`src/rtl/sram_frame_streamer_if.sv`:
```
// Bus bundle between the frame streamer and its environment: SRAM read port,
// byte stream toward the UART image-send wrapper, and status flags.
// master = streamer side, slave = SRAM / wrapper / controller side.
interface sram_frame_streamer_if;
    logic        i_start;
    logic [19:0] o_sram_addr;
    logic        o_sram_rd;
    logic [15:0] i_sram_rdata;
    logic        o_start_send;
    logic [7:0]  o_writedata;
    logic        o_writedata_valid;
    logic        i_byte_ack;
    logic        o_busy;
    logic        o_done;
    logic        o_underflow;

    modport master (
        input  i_start,
        input  i_sram_rdata,
        input  i_byte_ack,
        output o_sram_addr,
        output o_sram_rd,
        output o_start_send,
        output o_writedata,
        output o_writedata_valid,
        output o_busy,
        output o_done,
        output o_underflow
    );

    modport slave (
        output i_start,
        output i_sram_rdata,
        output i_byte_ack,
        input  o_sram_addr,
        input  o_sram_rd,
        input  o_start_send,
        input  o_writedata,
        input  o_writedata_valid,
        input  o_busy,
        input  o_done,
        input  o_underflow
    );
endinterface

```
`src/rtl/sram_frame_streamer.sv`:
```
// sram_frame_streamer: reads one RGB frame from SRAM (two words per pixel),
// serializes it as R,G,B bytes in raster order into a small FIFO and hands
// bytes out one per ack. Reads are credit-limited so the FIFO never overflows.
// Optional build macro STREAMER_TEST_PATTERN_EN: SRAM is not read; the bytes
// come from the pixel counters (R=h, G=v, B=h^v) with a one-cycle pipeline.
module sram_frame_streamer #(
    parameter int          H_ACTIVE   = 640,
    parameter int          V_ACTIVE   = 480,
    parameter logic [19:0] BASE_ADDR  = 20'd0,
    parameter int          RD_LAT     = 2,
    parameter int          FIFO_DEPTH = 8
) (
    input  logic                   i_clk,
    input  logic                   i_rst_n,
    sram_frame_streamer_if.master  bus
);

    localparam int AW = $clog2(FIFO_DEPTH);
`ifdef STREAMER_TEST_PATTERN_EN
    localparam int LAT = 1;
`else
    localparam int LAT = RD_LAT;
`endif
    localparam logic [19:0] TOTAL_BYTES = 20'(3 * H_ACTIVE * V_ACTIVE);

    typedef logic [AW-1:0] ptr_t;
    typedef logic [AW:0]   cnt_t;
    typedef enum logic [2:0] {S_IDLE, S_LAUNCH, S_FETCH, S_DRAIN, S_DONE} state_t;

    state_t      state;
    logic [19:0] addr_cnt;
    logic [19:0] sram_addr_reg;
    logic        phase;          // 0: next read is word0 (R,G), 1: word1 (B)
    logic [15:0] h_cnt;
    logic [15:0] v_cnt;
    logic        rd_reg;
    logic        rd_type;
    logic        start_send_reg;
    logic        busy_reg;
    logic        done_reg;
    logic        underflow_reg;

    logic [LAT-1:0] sr_valid;
    logic [LAT-1:0] sr_type;

    logic [7:0]  mem [FIFO_DEPTH];
    ptr_t        wr_ptr;
    ptr_t        rd_ptr;
    cnt_t        fifo_count;
    cnt_t        remain;
    logic [7:0]  head_reg;
    logic [19:0] byte_cnt;

    logic [7:0]  inflight_bytes;
    logic [7:0]  need_bytes;
    logic        credit_ok;
    logic        issue;
    logic        last_pixel;
    logic        land_valid;
    logic        land_type;
    logic [15:0] land_data;
    logic [1:0]  push_cnt;
    logic [7:0]  push_b0;
    logic [7:0]  push_b1;
    logic        pop;

    // Bytes already committed but not yet in the FIFO: the strobe register
    // plus every stage of the latency shift register.
    always_comb begin
        inflight_bytes = 8'd0;
        if (rd_reg) begin
            inflight_bytes = rd_type ? 8'd1 : 8'd2;
        end
        for (int i = 0; i < LAT; i++) begin
            if (sr_valid[i]) begin
                inflight_bytes = inflight_bytes + (sr_type[i] ? 8'd1 : 8'd2);
            end
        end
    end

    assign need_bytes = phase ? 8'd1 : 8'd2;
    assign credit_ok  = (8'(fifo_count) + inflight_bytes + need_bytes) <= 8'(FIFO_DEPTH);
    assign issue      = (state == S_FETCH) && credit_ok;
    assign last_pixel = (h_cnt == 16'(H_ACTIVE - 1)) && (v_cnt == 16'(V_ACTIVE - 1));

    assign land_valid = sr_valid[LAT-1];
    assign land_type  = sr_type[LAT-1];
    assign push_cnt   = land_valid ? (land_type ? 2'd1 : 2'd2) : 2'd0;
    assign push_b0    = land_data[15:8];
    assign push_b1    = land_data[7:0];
    assign pop        = bus.i_byte_ack && (fifo_count != '0);
    assign remain     = fifo_count - cnt_t'(pop);

`ifdef STREAMER_TEST_PATTERN_EN
    logic [15:0] pat_word_reg;
    logic [15:0] pat_q;

    // Pattern source: capture the word at issue time, deliver it one cycle later.
    always_ff @(posedge i_clk or negedge i_rst_n) begin
        if (!i_rst_n) begin
            pat_word_reg <= 16'h0000;
            pat_q        <= 16'h0000;
        end else begin
            pat_q <= pat_word_reg;
            if (issue) begin
                pat_word_reg <= phase ? {h_cnt[7:0] ^ v_cnt[7:0], 8'h00}
                                      : {h_cnt[7:0], v_cnt[7:0]};
            end
        end
    end

    assign land_data     = pat_q;
    assign bus.o_sram_rd = 1'b0;
`else
    assign land_data     = bus.i_sram_rdata;
    assign bus.o_sram_rd = rd_reg;
`endif

    // Frame sequencer: launch pulse, credit-limited read issue, drain, done pulse.
    always_ff @(posedge i_clk or negedge i_rst_n) begin
        if (!i_rst_n) begin
            state          <= S_IDLE;
            addr_cnt       <= BASE_ADDR;
            sram_addr_reg  <= 20'd0;
            phase          <= 1'b0;
            h_cnt          <= 16'd0;
            v_cnt          <= 16'd0;
            rd_reg         <= 1'b0;
            rd_type        <= 1'b0;
            start_send_reg <= 1'b0;
            busy_reg       <= 1'b0;
            done_reg       <= 1'b0;
        end else begin
            start_send_reg <= 1'b0;
            done_reg       <= 1'b0;
            rd_reg         <= 1'b0;
            case (state)
                S_IDLE: begin
                    if (bus.i_start) begin
                        state          <= S_LAUNCH;
                        start_send_reg <= 1'b1;
                        busy_reg       <= 1'b1;
                    end
                end
                S_LAUNCH: begin
                    addr_cnt <= BASE_ADDR;
                    phase    <= 1'b0;
                    h_cnt    <= 16'd0;
                    v_cnt    <= 16'd0;
                    state    <= S_FETCH;
                end
                S_FETCH: begin
                    if (issue) begin
                        rd_reg        <= 1'b1;
                        rd_type       <= phase;
                        sram_addr_reg <= addr_cnt;
                        addr_cnt      <= addr_cnt + 20'd1;
                        phase         <= ~phase;
                        if (phase) begin
                            if (last_pixel) begin
                                state <= S_DRAIN;
                            end else if (h_cnt == 16'(H_ACTIVE - 1)) begin
                                h_cnt <= 16'd0;
                                v_cnt <= v_cnt + 16'd1;
                            end else begin
                                h_cnt <= h_cnt + 16'd1;
                            end
                        end
                    end
                end
                S_DRAIN: begin
                    if (byte_cnt == TOTAL_BYTES) begin
                        state    <= S_DONE;
                        done_reg <= 1'b1;
                        busy_reg <= 1'b0;
                    end
                end
                S_DONE: begin
                    state <= S_IDLE;
                end
                default: begin
                    state <= S_IDLE;
                end
            endcase
        end
    end

    // Read-latency tracker: {valid,word_type} travels with each outstanding read.
    always_ff @(posedge i_clk or negedge i_rst_n) begin
        if (!i_rst_n) begin
            sr_valid <= '0;
            sr_type  <= '0;
        end else begin
            sr_valid[0] <= rd_reg;
            sr_type[0]  <= rd_type;
            for (int i = 1; i < LAT; i++) begin
                sr_valid[i] <= sr_valid[i-1];
                sr_type[i]  <= sr_type[i-1];
            end
        end
    end

    // FIFO storage: word0 lands as two entries in one cycle, word1 as one.
    always_ff @(posedge i_clk) begin
        if (push_cnt != 2'd0) begin
            mem[wr_ptr] <= push_b0;
        end
        if (push_cnt == 2'd2) begin
            mem[wr_ptr + ptr_t'(1)] <= push_b1;
        end
    end

    // FIFO pointers, registered head byte, pop counter and underflow flag.
    always_ff @(posedge i_clk or negedge i_rst_n) begin
        if (!i_rst_n) begin
            wr_ptr        <= '0;
            rd_ptr        <= '0;
            fifo_count    <= '0;
            head_reg      <= 8'h00;
            byte_cnt      <= 20'd0;
            underflow_reg <= 1'b0;
        end else begin
            fifo_count <= fifo_count + cnt_t'(push_cnt) - cnt_t'(pop);
            wr_ptr     <= wr_ptr + ptr_t'(push_cnt);
            if (pop) begin
                rd_ptr <= rd_ptr + ptr_t'(1);
            end
            // Head after this cycle: an older entry if one survives the pop,
            // else the first byte landing now, else hold the last value.
            if (remain != '0) begin
                head_reg <= mem[rd_ptr + ptr_t'(pop)];
            end else if (push_cnt != 2'd0) begin
                head_reg <= push_b0;
            end
            if (state == S_LAUNCH) begin
                byte_cnt <= 20'd0;
            end else if (pop) begin
                byte_cnt <= byte_cnt + 20'd1;
            end
            if (bus.i_byte_ack && (fifo_count == '0)) begin
                underflow_reg <= 1'b1;
            end
        end
    end

    assign bus.o_sram_addr       = sram_addr_reg;
    assign bus.o_start_send      = start_send_reg;
    assign bus.o_writedata       = head_reg;
    assign bus.o_writedata_valid = (fifo_count != '0);
    assign bus.o_busy            = busy_reg;
    assign bus.o_done            = done_reg;
    assign bus.o_underflow       = underflow_reg;

endmodule

```
`src/flat_wrapper.sv`:
```
// flat-port wrapper written by rule: the top's interface ports become plain ports
module sram_frame_streamer_flat 
#(
    parameter int          H_ACTIVE   = 640,
    parameter int          V_ACTIVE   = 480,
    parameter logic [19:0] BASE_ADDR  = 20'd0,
    parameter int          RD_LAT     = 2,
    parameter int          FIFO_DEPTH = 8
)
  (i_clk, i_rst_n, bus_i_start, bus_i_sram_rdata, bus_i_byte_ack, bus_o_sram_addr, bus_o_sram_rd, bus_o_start_send, bus_o_writedata, bus_o_writedata_valid, bus_o_busy, bus_o_done, bus_o_underflow);
  sram_frame_streamer_if bus_i ();
  input  logic i_clk;
  input  logic i_rst_n;
  input wire logic [$bits(bus_i.i_start)-1:0] bus_i_start;
  input wire logic [$bits(bus_i.i_sram_rdata)-1:0] bus_i_sram_rdata;
  input wire logic [$bits(bus_i.i_byte_ack)-1:0] bus_i_byte_ack;
  output wire logic [$bits(bus_i.o_sram_addr)-1:0] bus_o_sram_addr;
  output wire logic [$bits(bus_i.o_sram_rd)-1:0] bus_o_sram_rd;
  output wire logic [$bits(bus_i.o_start_send)-1:0] bus_o_start_send;
  output wire logic [$bits(bus_i.o_writedata)-1:0] bus_o_writedata;
  output wire logic [$bits(bus_i.o_writedata_valid)-1:0] bus_o_writedata_valid;
  output wire logic [$bits(bus_i.o_busy)-1:0] bus_o_busy;
  output wire logic [$bits(bus_i.o_done)-1:0] bus_o_done;
  output wire logic [$bits(bus_i.o_underflow)-1:0] bus_o_underflow;
  assign bus_i.i_start = bus_i_start;
  assign bus_i.i_sram_rdata = bus_i_sram_rdata;
  assign bus_i.i_byte_ack = bus_i_byte_ack;
  assign bus_o_sram_addr = bus_i.o_sram_addr;
  assign bus_o_sram_rd = bus_i.o_sram_rd;
  assign bus_o_start_send = bus_i.o_start_send;
  assign bus_o_writedata = bus_i.o_writedata;
  assign bus_o_writedata_valid = bus_i.o_writedata_valid;
  assign bus_o_busy = bus_i.o_busy;
  assign bus_o_done = bus_i.o_done;
  assign bus_o_underflow = bus_i.o_underflow;
  sram_frame_streamer #(.H_ACTIVE(H_ACTIVE), .V_ACTIVE(V_ACTIVE), .BASE_ADDR(BASE_ADDR), .RD_LAT(RD_LAT), .FIFO_DEPTH(FIFO_DEPTH)) u_core (.i_clk(i_clk), .i_rst_n(i_rst_n), .bus(bus_i));
endmodule
```
`config.mk`:
```
export PLATFORM = sky130hd
export DESIGN_NAME = sram_frame_streamer_flat
export DESIGN_NICKNAME = d
export VERILOG_FILES = /design/src/rtl/sram_frame_streamer_if.sv /design/src/rtl/sram_frame_streamer.sv /design/src/flat_wrapper.sv
export SDC_FILE = /design/constraint.sdc
export NUM_CORES = 1
export LEC_CHECK = 0
export ABC_AREA = 0
export BUFFER_PORTS_ARGS = -buffer_cell sky130_fd_sc_hd__buf_4
export CAP_MARGIN = 20
export CORE_ASPECT_RATIO = 0.9
export CORE_MARGIN = 10
export CORE_UTILIZATION = 40
export CTS_BUF_LIST = sky130_fd_sc_hd__clkbuf_16
export CTS_CLUSTER_SIZE = 16
export DETAILED_ROUTE_END_ITERATION = 7
export PLACE_DENSITY = 0.57
export SLEW_MARGIN = 15
export SYNTH_ARGS = -nofsm -noshare
export SYNTH_HDL_FRONTEND = slang
export SYNTH_SLANG_ARGS = --single-unit
```
`constraint.sdc`:
```
create_clock -name i_clk -period 8.1 [get_ports i_clk]
set_input_delay 1.215 -clock i_clk [delete_from_list [all_inputs] [get_ports i_clk]]
set_output_delay 1.215 -clock i_clk [all_outputs]
set_load 0.03 [all_outputs]
```
-- Word-level counts from Yosys, hierarchy flattened
Memories as Yosys holds them, arrays and structs flattened.
Cells that the tools add are included.
- $add $sub $neg: 15
- $lt $le $gt $ge: 1
- equal/unequal tests: 14
- multiplexer cells: 46
- bitwise gates (word level): 1
- reductions and logical operators: 19
- operator list (kind ; count):
    16-bit 2-to-1 mux ; 8
    16-bit one-hot mux with 2 select lines ; 2
    20-bit 2-to-1 mux ; 3
    20-bit by 1-bit adder with 20-bit output, second input constant ; 2
    8-bit 2-to-1 mux ; 5
    20-bit one-hot mux with 2 select lines ; 1
    16-bit by 1-bit adder with 16-bit output, second input constant ; 2
    8-bit adder ; 3
    20-bit == test, second input constant ; 1
    16-bit by 10-bit == test with 1-bit output, second input constant ; 1
    16-bit by 9-bit == test with 1-bit output, second input constant ; 1
    3-bit 2-to-1 mux ; 5
    1-bit 2-to-1 mux ; 13
    2-bit 2-to-1 mux ; 6
    3-bit one-hot mux with 4 select lines ; 1
    5-bit AND reduction ; 2
    2-bit nonzero test ; 5
    4-bit by 8-bit adder with 8-bit output ; 1
    8-bit by 4-bit less-or-equal comparator with 1-bit output, second input constant ; 1
    2-bit by 1-bit inequality test with 1-bit output, second input constant ; 4
    4-bit nonzero test ; 2
    4-bit by 1-bit subtractor with 4-bit output ; 2
    3-bit by 1-bit adder with 3-bit output, second input constant ; 2
    3-bit by 2-bit == test with 1-bit output, second input constant ; 2
    14 further kinds ; 21
- register bits after elaboration: 124
- memory bits (writable): 64
- logic and storage cells: 116
- memories: 1
- memories (memory ; depth ; width ; rd ports ; clocked after Yosys merged registers in ; write ports ; RTL line ; source):
    u_core.mem ; 8 ; 8 ; 1 ; 0 ; 2 ; sram_frame_streamer.sv:46 ; logic [7:0] mem [FIFO_DEPTH];

-- Depth between registers and ports, before layout
Gate-level depths: netlist (run 1).
- depth after elaboration: 12
- depth in mapped cells: 19

-- Worst setup path after synthesis (run 1)
No wires, ideal clock.
- path kind: register to register
- from: register u_core.rd_reg (netlist: u_core.bus.o_sram_rd)
- to: register u_core.h_cnt[14]
- library setup time: 110 ps
- arrival time: 4589 ps
- data required time: 7990 ps
- setup slack: 3401 ps
- cell stages (with the launch flop): 19
- buffers on the path: 0
- period minus slack after synthesis: 4699 ps
- cell sequence: dfrtp_1 > and2_1 > ha_1 > inv_1 > fa_1 > mux2i_1 > inv_1 > fa_1 > a21oi_1 > fa_1 > ha_1 > fa_1 > nor3b_1 > o211ai_1 > o311ai_2 > nand2_1 > inv_2 > nand3_1 > o41ai_1
- word-level cells in the longest chain between the ends: 11
- ends and longest elaborated chain (item ; RTL line ; source):
    start, declared ; sram_frame_streamer.sv:36 ; logic rd_reg;
    start signal, assigned ; sram_frame_streamer.sv:128 ; rd_reg <= 1'b0;
    start signal, assigned ; sram_frame_streamer.sv:136 ; rd_reg <= 1'b0;
    start signal, assigned ; sram_frame_streamer.sv:154 ; rd_reg <= 1'b1;
    8-bit 2-to-1 mux * ; sram_frame_streamer.sv:71 ; if (rd_reg) begin
    8-bit adder ; sram_frame_streamer.sv:76 ; inflight_bytes = inflight_bytes + (sr_type[i] ? 8'd1 : 8'd2);
    8-bit 2-to-1 mux * ; sram_frame_streamer.sv:75 ; if (sr_valid[i]) begin
    8-bit adder ; sram_frame_streamer.sv:76 ;
    8-bit 2-to-1 mux * ; sram_frame_streamer.sv:75 ;
    4-bit by 8-bit adder with 8-bit output * ; sram_frame_streamer.sv:82 ; assign credit_ok = (8'(fifo_count) + inflight_bytes + need_bytes) <= 8'(FIFO_DEPTH);
    8-bit adder * ; sram_frame_streamer.sv:82 ;
    8-bit by 4-bit less-or-equal comparator with 1-bit output * ; sram_frame_streamer.sv:82 ;
    1-bit logical AND * ; sram_frame_streamer.sv:83 ; assign issue = (state == S_FETCH) && credit_ok;
    2-bit by 1-bit inequality test with 1-bit output (no line) * ; -- ;
    4-bit AND reduction (no line) * ; -- ;
    end signal, assigned ; sram_frame_streamer.sv:166 ; h_cnt <= h_cnt + 16'd1;
    end, declared ; sram_frame_streamer.sv:34 ; logic [15:0] h_cnt;
Every way passes the cells marked *; elsewhere a longest branch is shown, timed or not.
A chain may end at the register's enable or synchronous reset.

-- Worst setup path after layout (run 1)
- from: register u_core.rd_type
- to: register u_core.h_cnt[14]
- word-level cells in the longest chain between the ends: 12
- ends and longest elaborated chain (item ; RTL line ; source):
    start, declared ; sram_frame_streamer.sv:37 ; logic rd_type;
    start signal, assigned ; sram_frame_streamer.sv:155 ; rd_type <= phase;
    2-bit 2-to-1 mux * ; sram_frame_streamer.sv:72 ; inflight_bytes = rd_type ? 8'd1 : 8'd2;
    8-bit 2-to-1 mux * ; sram_frame_streamer.sv:71 ;
    8-bit adder ; sram_frame_streamer.sv:76 ;
    8-bit 2-to-1 mux * ; sram_frame_streamer.sv:75 ;
    8-bit adder ; sram_frame_streamer.sv:76 ;
    8-bit 2-to-1 mux * ; sram_frame_streamer.sv:75 ;
    4-bit by 8-bit adder with 8-bit output * ; sram_frame_streamer.sv:82 ;
    8-bit adder * ; sram_frame_streamer.sv:82 ;
    8-bit by 4-bit less-or-equal comparator with 1-bit output * ; sram_frame_streamer.sv:82 ;
    1-bit logical AND * ; sram_frame_streamer.sv:83 ;
    2-bit by 1-bit inequality test with 1-bit output (no line) * ; -- ;
    4-bit AND reduction (no line) * ; -- ;
Marks and branches as above.

==> reports/results.ini, run 1 <==
[status]
status=complete, no violations

[synthesis]
syn_inst=870
synthArstFlopShare_pct=66.0
seq_area_frac_synth_pct=51.4
synth.distinct_cells=60
synthFlopType=dfrtp_1
yosysWarnings=0
ys_ff_latch=188
synth_nets=922
synth-edff-count=64
syn-cell-area_sq_mm=0.00977
avgSynthCellArea_sq_um=11.2

[finish]
syn_to_final_growth_pct=13.6
multi_input_area_sq_mm=0.00450
antennaDiodeCount=0
fin_cells=1236
layout-drive-gt1-share_pct=20.9
fin_nets=967
nFillCells=2212
regArea_sq_mm=0.00502

[setup_path]
critPathKind=flip-flop to flip-flop
startpoint=u_core.rd_type
r2r_cells=19
cpPeakStageDelay_ns=0.60
reg2reg_from=u_core.rd_type
path_max_fanout=30
cp-endpoint=u_core.h_cnt[14]
cp.depth=19
r2r_setup_slack_ns=1.83
cp_slowest_cell=inv_2
path_delay_family=adder cells
endpoint_kind=flip-flop
critPathBufInv=4
crit_arrival_ns=6.59
path_cells=and2_1, ha_1, inv_1, fa_1, mux2i_1, inv_1, fa_1, a21oi_1, fa_1, ha_1, fa_1, nor3b_1, o211ai_1, o311ai_2, buf_4, nand2_1, inv_2, nand3_1, o41ai_1
crit_top_cell=fa_1
critPathLaunchType=flip-flop
required_ns=8.42
r2r-end=u_core.h_cnt[14]

[pwr]
power.switching_uw=1490
p_leak_uw=0.00460
power_density_mw_per_mm2=340
power_frac_seq_pct=35.6
pwr-share-comb_pct=40.9
ir_worst_vdd_uv=291
clkPwrFrac_pct=23.5
p_int_uw=2280
switching_share_pct=39.5

[timing]
slew_violations=0
final_hold_viol_count=0
layout_min_cycle_time_ns=6.27
max_freq_mhz=159
skew_ns=0.0191
slew_headroom_pct=27.4
tightestPinTransition_ns=1.08
tns_ns=0
rsz0062_at_grt=false
fin_crit_sh_pct=77.5
setup_viol=0

[route]
dr.pass1.iters=5
wl_um=21900
via_per_inst=5.37
postRouteAntennaNets=0
wire_per_inst_um=17.7
drtIter0Drc=450
num_vias=6635
drc_errors=0

[cts]
cts_buffers=17
postCtsResizedCells=0
cts_tree=done
cts.sinks=188
cts.clk_slew.worst_paths_ns=0.07
clk_path_buf_depth=2
cts_root_buffer=clkbuf_16
post_cts_buffers=0
htree_levels=4
clkLatencyLatePin_ns=0.44
cts_hold_buf=0

[floorplanning]
io_pins=54
floorplan.initialDensity_pct=40.5
dieArea_sq_mm=0.0311
coreArea_sq_mm=0.0241
rows=54
die_w_um=185
die_h_um=168

[placed_design]
dp.cells=1203
gp_congestion=0.803
portBuffers=53
hpwl_um=14600

[hold_path]
hold_path.class=flip-flop to flip-flop
min-delay-start=u_core.rd_type

[grt]
grt_pass1_wl_um=36400
grt_pass1_vias=6797
antenna_found_initial=0
grt_max_degree=82
gr-total-overflow=0
grtUsageTotal_pct=14.6

[flow_run]
cap_violations=0

==> cells by family (layout without fill, tap and decap cells) <==
kind of cell,count (synthesis),count (layout),share of synthesized area (%)
adder cells (fa/ha/maj),32,32,4.63
buffers and inverters,64,122,2.64
AND/OR/NAND/NOR,349,349,18.2
multiplexers,95,95,12.6
flip-flops,188,188,51.4
AO/OA/AOI/OAI,89,89,5.70
XOR/XNOR,53,53,4.75
==> layout make-up <==
cell class	count	share of cell area (%)
clock inverters	15	1.67
inverters	28	0.946
multi-input cells	618	40.5
well taps	308	3.47
repair buffers	62	4.29
flip-flops and latches	188	45.2
clock buffers	17	3.83
==> metrics by stage <==
stage	util, %	hold WS, ns	area (sq um)	power (uW)	setup WS [ns]
CTS	46.0	0.420	11100	3820	1.74
floorplan	-	0.379	9770	2480	3.40
detailed placement	43.4	0.401	10500	2920	1.77
global placement	43.4	0.392	10500	2880	1.97
global route	46.0	0.440	11100	4050	1.09
finish	46.0	0.416	11100	3770	1.83
==> power by group through the flow <==
stage          registers [uW]  clock network, uW  logic [uW]
2_1_floorplan            1370                  0        1110
3_3_place_gp             1360                  0        1520
3_5_place_dp             1360                  0        1560
4_1_cts                  1350                910        1560
5_1_grt                  1370                948        1730
6_report                 1340                886        1540
==> worst min path at each step <==
stage                     slack [ns]  cells past startpoint            endpoint
after detailed placement        0.40                      0   u_core.sr_type[0]
after floorplan                 0.38                      0   u_core.sr_type[0]
after CTS                       0.42                      0   u_core.sr_type[0]
final                           0.42                      0   u_core.sr_type[0]
after global routing            0.44                      0  u_core.sr_valid[0]
after global placement          0.39                      0   u_core.sr_type[0]
==> cells in the mapped netlist (all sizes together) (2+ instances only) <==
cell type,instances,area (sq um)
fa,7,140
nor2,67,251
ha,25,313
a21oi,26,130
nor3,18,110
o211ai,3,22.5
or3b,3,26.3
nand2b,5,31.3
nand4,24,156
or4,4,30.0
nand2,118,443
o31ai,8,60.1
clkbuf,25,93.8
nor4,17,125
nor3b,6,61.3
buf,11,58.8
inv,27,101
mux4,16,360
nor2b,13,81.3
and2,8,51.3
dfrtp,124,3100
o21bai,2,15.0
and4b,2,20.0
o21ai,28,140
a41o,2,20.0
xnor2,25,219
nand3,33,165
xor2,28,245
a211oi,8,60.1
mux2,67,754
mux2i,12,120
and4,6,52.6
a41oi,2,17.5
o41ai,2,17.5
and3,13,81.3
nor4b,3,32.5
or3,7,43.8
edfxtp,64,1920
==> per-layer routing <==
metal	GRT usage [%]	vias to the layer above	share of wire [%]
met2	21.9	103	45
met4	4.17	0	0.99
met3	3.68	13	4.4
met1	20.4	3290	49
met5	0	-	0
li1	-	3229	-
==> placed cells by master (no fill, tap or decap), types with 8 or more instances in the layout <==
cell / synthesis / routed
a21oi_1: 26 / 26
mux4_2: 16 / 16
nand2_1: 118 / 118
dfrtp_1: 124 / 124
nand4_1: 23 / 23
clkbuf_16: 0 / 17
nor2b_1: 13 / 13
nor4_1: 14 / 14
inv_1: 25 / 28
a211oi_1: 8 / 8
o21ai_0: 28 / 24
xor2_1: 28 / 28
nor3_1: 14 / 14
nor2_1: 67 / 67
buf_4: 0 / 60
mux2i_1: 12 / 12
nand3_1: 33 / 33
and3_1: 13 / 13
ha_1: 25 / 25
xnor2_1: 25 / 25
mux2_2: 67 / 67
edfxtp_1: 64 / 64
==> flip-flops by register name (all words and copies together) (netlist names), 4 cells and up <==
| register | count |
|---|---|
| u_core.addr_cnt | 20 |
| u_core.bus.o_sram_addr | 20 |
| u_core.bus.o_writedata | 8 |
| u_core.byte_cnt | 20 |
| u_core.fifo_count | 4 |
| u_core.h_cnt | 16 |
| u_core.mem | 64 |
| u_core.v_cnt | 16 |
(Power assumes the default switching activity.)
==> run 2, diff against run 1 <==
==> constraint.sdc (replaced) <==
create_clock -name i_clk -period 6.1 [get_ports i_clk]
set_input_delay 0.915 -clock i_clk [delete_from_list [all_inputs] [get_ports i_clk]]
set_output_delay 0.915 -clock i_clk [all_outputs]
set_load 0.03 [all_outputs]
==> run 2 against run 1 <==
Register-to-register slack got worse by 1.2 ns. Via count rose by 2.3%. Clock skew barely moved. Sequential power rose by 34%. Utilization rose by 0.23 points. Critical path depth rose by 1. Cell area rose by 0.50%. Highest routed layer unchanged. Combinational power rose by 40%. Die area did not move. Clock power rose by 32%. Flip-flop and latch count did not move. Largest cell class unchanged.
==> reports/results.ini, run 2 (synthesis gave the netlist of run 1 again) <==
[flow_run]
cap_violations=0  ; unchanged

[pwr]
ir_worst_vdd_uv=250  ; was 291 uV
power_density_mw_per_mm2=458  ; was 340 mW/mm^2
p_leak_uw=0.00461  ; was 0.00460 uW

[cts]
clk_path_buf_depth=2  ; unchanged
cts_root_buffer=clkbuf_16  ; unchanged
cts.clk_slew.worst_paths_ns=0.08  ; was 0.07 ns
cts_hold_buf=0  ; unchanged
clkLatencyLatePin_ns=0.45  ; was 0.44 ns
cts_tree=done  ; unchanged
postCtsResizedCells=0  ; unchanged
cts.sinks=188  ; unchanged
htree_levels=4  ; unchanged
cts_buffers=17  ; unchanged
post_cts_buffers=0  ; unchanged

[floorplanning]
floorplan.initialDensity_pct=40.5  ; unchanged
io_pins=54  ; unchanged
coreArea_sq_mm=0.0241  ; unchanged
rows=54  ; unchanged
dieArea_sq_mm=0.0311  ; unchanged
die_w_um=185  ; unchanged
die_h_um=168  ; unchanged

[timing]
setup_viol=0  ; unchanged
max_freq_mhz=182  ; was 159 MHz
fin_crit_sh_pct=90.0  ; was 77.5%
timing.final.ws_setup_ns=0.610  ; was 1.83 ns
skew_ns=0.0194  ; was 0.0191 ns
final_hold_viol_count=0  ; unchanged
layout_min_cycle_time_ns=5.49  ; was 6.27 ns
slew_violations=0  ; unchanged
tns_ns=0  ; unchanged
slew_headroom_pct=23.7  ; was 27.4%
rsz0062_at_grt=false  ; unchanged
tightestPinTransition_ns=1.14  ; was 1.08 ns

[route]
postRouteAntennaNets=0  ; unchanged
drtIter0Drc=497  ; was 450
wire_per_inst_um=18.3  ; was 17.7 um
via_per_inst=5.48  ; was 5.37
drc_errors=0  ; unchanged
wl_um=22600  ; was 21,900 um
dr.pass1.iters=5  ; unchanged
num_vias=6787  ; was 6,635

[placed_design]
hpwl_um=14900  ; was 14,600 um
dp_slack_ns=0.647  ; was 1.77 ns
dp.cells=1205  ; was 1,203
portBuffers=53  ; unchanged
gp_congestion=0.788  ; was 0.803
place_area_sq_mm=0.0105  ; about the same

[finish]
regArea_sq_mm=0.00502  ; unchanged
antennaDiodeCount=0  ; unchanged
fin_cells=1239  ; was 1,236
nFillCells=2245  ; was 2,212
layout-drive-gt1-share_pct=21.5  ; was 20.9%
multi_input_area_sq_mm=0.00450  ; unchanged
regMostFlops=u_core.mem  ; unchanged
fin_nets=970  ; was 967
final_cell_mix=dfrtp_1 (124), nand2_1 (118), mux2_2 (67), nor2_1 (67), edfxtp_1 (64)  ; unchanged
syn_to_final_growth_pct=14.2  ; was 13.6%
largest_reg_flops=64  ; unchanged
final_cell_area_sq_mm=0.0112  ; was 0.0111 sq mm
postLayoutCoreUtil_pct=46.3  ; was 46.0%
layout.cells.most_common=dfrtp_1  ; unchanged

[grt]
antenna_found_initial=0  ; unchanged
gr-total-overflow=0  ; unchanged
grtUsageTotal_pct=15.1  ; was 14.6%
grt_pass1_wl_um=37400  ; was 36,400 um
grt_max_degree=73  ; was 82
grt_pass1_vias=6718  ; was 6,797

[setup_path]
required_ns=6.43  ; was 8.42 ns
path_max_fanout=30  ; unchanged
critPathLaunchType=flip-flop  ; unchanged
endpoint_kind=flip-flop  ; unchanged
crit_arrival_ns=5.82  ; was 6.59 ns
critPathKind=flip-flop to flip-flop  ; unchanged

[status]
status=complete, no violations  ; unchanged

[hold_path]
hold_path.class=flip-flop to flip-flop  ; unchanged

[run 2: changes by cell type in the layout (fill, tap and decap cells not counted), sizes merged]
cell / change
inv: -7
clkinvlp: +1
bufinv: -3
clkinv: +9
buf: +3
[run 2: area by class of cell]
cell class / count / area share, %
Clock inverter: 15 / 1.84
Clock buffer: 17 / 3.81
Timing Repair Buffer: 65 / 4.59
Multi-Input combinational cell: 618 / 40.3
Inverter: 28 / 0.942
Tap cell: 308 / 3.45
Sequential cell: 188 / 45.0
[run 2: through the flow]
stage / power [uW] / hold slack [ns]
global route: 5460 / 0.454
CTS: 5120 / 0.421
floorplan: 3290 / 0.379
detailed placement: 3950 / 0.394
finish: 5110 / 0.415
global placement: 3900 / 0.392
[run 2: critical path: stages, from the launching register on]
cell      delay [ns]
dfrtp_1         0.40
and2_1          0.17
ha_1            0.18
inv_1           0.06
fa_1            0.40
mux2i_1         0.25
inv_1           0.10
fa_1            0.45
a21oi_1         0.19
fa_1            0.44
ha_1            0.24
fa_1            0.43
nor3b_1         0.32
nand4b_1        0.20
o311ai_2        0.10
buf_4           0.27
nand2_1         0.07
buf_4           0.28
inv_2           0.09
nand3_1         0.32
o41ai_1         0.40
[run 2: per-layer routing]
layer  routed length (um)  track usage [%]  vias up
li1                     -                -     3240
met1                11300             21.8     3412
met2                10100             22.1      119
met3                  988             3.53       16
met4                  207             3.74        0
met5                    0                0        -
[run 2: report_power, final]
group / total, uW / switching, uW / internal [uW]
Sequential: 1790 / 206 / 1580
Clock: 1170 / 600 / 566
Combinational: 2160 / 1330 / 832
Total: 5110 / 2140 / 2980
[run 2: path summary, 6_finish.rpt]
check / start / slack (ns) / to / cells after the start
setup / recovery: u_core.rd_type / 0.61 / u_core.h_cnt[14] / 20
hold / removal: u_core.rd_type / 0.42 / u_core.sr_type[0] / 0
setup reg to reg: u_core.rd_type / 0.61 / u_core.h_cnt[14] / 20
hold reg to reg: u_core.rd_type / 0.42 / u_core.sr_type[0] / 0
max in group asynchronous: i_rst_n / 4.45 / u_core.h_cnt[10] / 2
min in group asynchronous: i_rst_n / 0.49 / u_core.byte_cnt[11] / 1
==> run 3, diff against run 2 <==
--- a/config.mk
+++ b/config.mk
@@ -10,11 +10,12 @@
 export CAP_MARGIN = 20
 export CORE_ASPECT_RATIO = 0.9
 export CORE_MARGIN = 10
-export CORE_UTILIZATION = 40
+export CORE_UTILIZATION = 50
 export CTS_BUF_LIST = sky130_fd_sc_hd__clkbuf_16
 export CTS_CLUSTER_SIZE = 16
 export DETAILED_ROUTE_END_ITERATION = 7
-export PLACE_DENSITY = 0.57
+export GPL_TIMING_DRIVEN = 0
+export PLACE_DENSITY = 0.68
 export SLEW_MARGIN = 15
 export SYNTH_ARGS = -nofsm -noshare
 export SYNTH_HDL_FRONTEND = slang
==> run 3 against run 2 <==
Global-route usage increased by 2.3 points. Die area fell by 18%. Critical path depth fell by 2. Clock skew about the same. Largest cell class unchanged. Highest routed layer unchanged.
==> reports/results.ini, run 3 (synthesis gave the netlist of run 1 again) <==
[status]
status=complete, no violations  ; unchanged

[hold_path]
hold_path.class=primary input to async pin  ; was flip-flop to flip-flop

[pwr]
p_int_uw=2950  ; was 2980 uW
p_leak_uw=0.00464  ; was 0.00461 uW
pwr-share-comb_pct=43.5  ; was 42.3%
ir_worst_vdd_uv=263  ; was 250 uV
switching_share_pct=42.1  ; was 41.8%
power_density_mw_per_mm2=457  ; was 458 mW/mm^2
clkPwrFrac_pct=22.3  ; was 22.8%
power_frac_seq_pct=34.3  ; was 34.9%
power.switching_uw=2150  ; was 2140 uW

[finish]
syn_to_final_growth_pct=14.4  ; was 14.2%
final_cell_mix=dfrtp_1 (124), nand2_1 (118), mux2_2 (67), nor2_1 (67), edfxtp_1 (64)  ; unchanged
largest_reg_flops=64  ; unchanged
regArea_sq_mm=0.00502  ; unchanged
postLayoutCoreUtil_pct=58.2  ; was 46.3%
fin_nets=999  ; was 970
multi_input_area_sq_mm=0.00451  ; was 0.00450 sq mm
antennaDiodeCount=0  ; unchanged
layout-drive-gt1-share_pct=21.1  ; was 21.5%
layout.cells.most_common=dfrtp_1  ; unchanged
regMostFlops=u_core.mem  ; unchanged
nFillCells=1613  ; was 2,245

[cts]
cts_tree=done  ; unchanged
cts_buffers=17  ; unchanged
cts.clk_slew.worst_paths_ns=0.09  ; was 0.08 ns
htree_levels=4  ; unchanged
postCtsResizedCells=0  ; unchanged
clkLatencyLatePin_ns=0.45  ; about the same
cts_hold_buf=0  ; unchanged
clk_path_buf_depth=2  ; unchanged
cts.sinks=188  ; unchanged
post_cts_buffers=0  ; unchanged
cts_root_buffer=clkbuf_16  ; unchanged

[timing]
timing.final.ws_setup_ns=0.808  ; was 0.610 ns
tns_ns=0  ; unchanged
final_hold_viol_count=0  ; unchanged
fin_crit_sh_pct=86.7  ; was 90.0%
max_freq_mhz=189  ; was 182 MHz
layout_min_cycle_time_ns=5.29  ; was 5.49 ns
rsz0062_at_grt=false  ; unchanged
whs_ns=0.390  ; was 0.415 ns
skew_ns=0.0190  ; was 0.0194 ns
setup_viol=0  ; unchanged
slew_violations=0  ; unchanged
slew_headroom_pct=36.4  ; was 23.7%
tightestPinTransition_ns=0.947  ; was 1.14 ns

[floorplanning]
floorplan.initialDensity_pct=50.9  ; was 40.5%
die_w_um=167  ; was 185 um
dieArea_sq_mm=0.0255  ; was 0.0311 sq mm
coreArea_sq_mm=0.0192  ; was 0.0241 sq mm
die_h_um=153  ; was 168 um
rows=48  ; was 54
io_pins=54  ; unchanged

[setup_path]
required_ns=6.42  ; was 6.43 ns
path_max_fanout=9  ; was 30
crit_arrival_ns=5.61  ; was 5.82 ns
critPathLaunchType=flip-flop  ; unchanged
endpoint_kind=flip-flop  ; unchanged
critPathKind=flip-flop to flip-flop  ; unchanged

[placed_design]
gp_congestion=0.844  ; was 0.788
hpwl_um=15400  ; was 14,900 um
dp_slack_ns=0.858  ; was 0.647 ns
portBuffers=53  ; unchanged

[route]
num_vias=6938  ; was 6,787
wl_um=22200  ; was 22,600 um
dr.pass1.iters=5  ; unchanged
drc_errors=0  ; unchanged
drtIter0Drc=711  ; was 497
wire_per_inst_um=18.4  ; was 18.3 um
via_per_inst=5.73  ; was 5.48
postRouteAntennaNets=0  ; unchanged

[flow_run]
cap_violations=0  ; unchanged

[grt]
gr-total-overflow=0  ; unchanged
grt_pass1_vias=6665  ; was 6,718
antenna_found_initial=0  ; unchanged
grt_max_degree=83  ; was 73
grt_pass1_wl_um=36200  ; was 37,400 um
grtUsageTotal_pct=17.4  ; was 15.1%

[run 3: power groups by stage]
stage	Combinational, uW	Clock, uW	Sequential [uW]
2_1_floorplan	1470	0	1820
3_3_place_gp	2140	0	1770
3_5_place_dp	2200	0	1770
4_1_cts	2210	1160	1750
5_1_grt	2460	1200	1780
6_report	2220	1140	1750
[run 3: worst max-delay path, cell delays in order (launching register included)]
cell      delay [ns]
dfrtp_1         0.40
and2_1          0.18
ha_1            0.17
inv_1           0.06
fa_1            0.40
mux2i_1         0.26
inv_1           0.10
fa_1            0.45
a21oi_1         0.19
fa_1            0.44
ha_1            0.24
fa_1            0.40
nor2_1          0.12
a21oi_1         0.07
o311ai_2        0.54
nand2_1         0.19
inv_2           0.15
nand3_1         0.32
o41ai_1         0.46
[run 3: path summary, 6_finish.rpt]
check                                from                   endpoint  slack, ns  depth (start not counted)
setup / recovery           u_core.rd_type           u_core.h_cnt[14]       0.81                         18
hold / removal                    i_rst_n  u_core.bus.o_writedata[5]       0.39                          1
setup reg to reg           u_core.rd_type           u_core.h_cnt[14]       0.81                         18
hold reg to reg            u_core.rd_type          u_core.sr_type[0]       0.42                          0
max in group asynchronous         i_rst_n           u_core.wr_ptr[2]       4.95                          2
min in group i_clk         u_core.rd_type          u_core.sr_type[0]       0.42                          0
[run 3: final cells by class]
class,count,share of cell area [%]
Clock inverter,15,1.72
Timing Repair Buffer,58,4.11
Clock buffer,17,3.80
Buffer,36,1.37
Multi-Input combinational cell,618,40.3
Tap cell,250,2.80
Inverter,28,0.940
Sequential cell,188,44.9
[run 3: metal layers]
layer / share of wire, % / up-vias / GRT usage (%)
met2: 45 / 155 / 25.5
met5: 0 / - / 0
met4: 0.98 / 0 / 4.64
met3: 5.0 / 19 / 3.92
met1: 49 / 3459 / 25.3
li1: - / 3305 / -
[run 3: stage by stage]
stage,instances,instance area [sq um],power (uW)
floorplan,870,9770,3290
global placement,1173,10500,3910
detailed placement,1178,10600,3970
CTS,1210,11200,5120
global route,1210,11200,5440
finish,1210,11200,5110
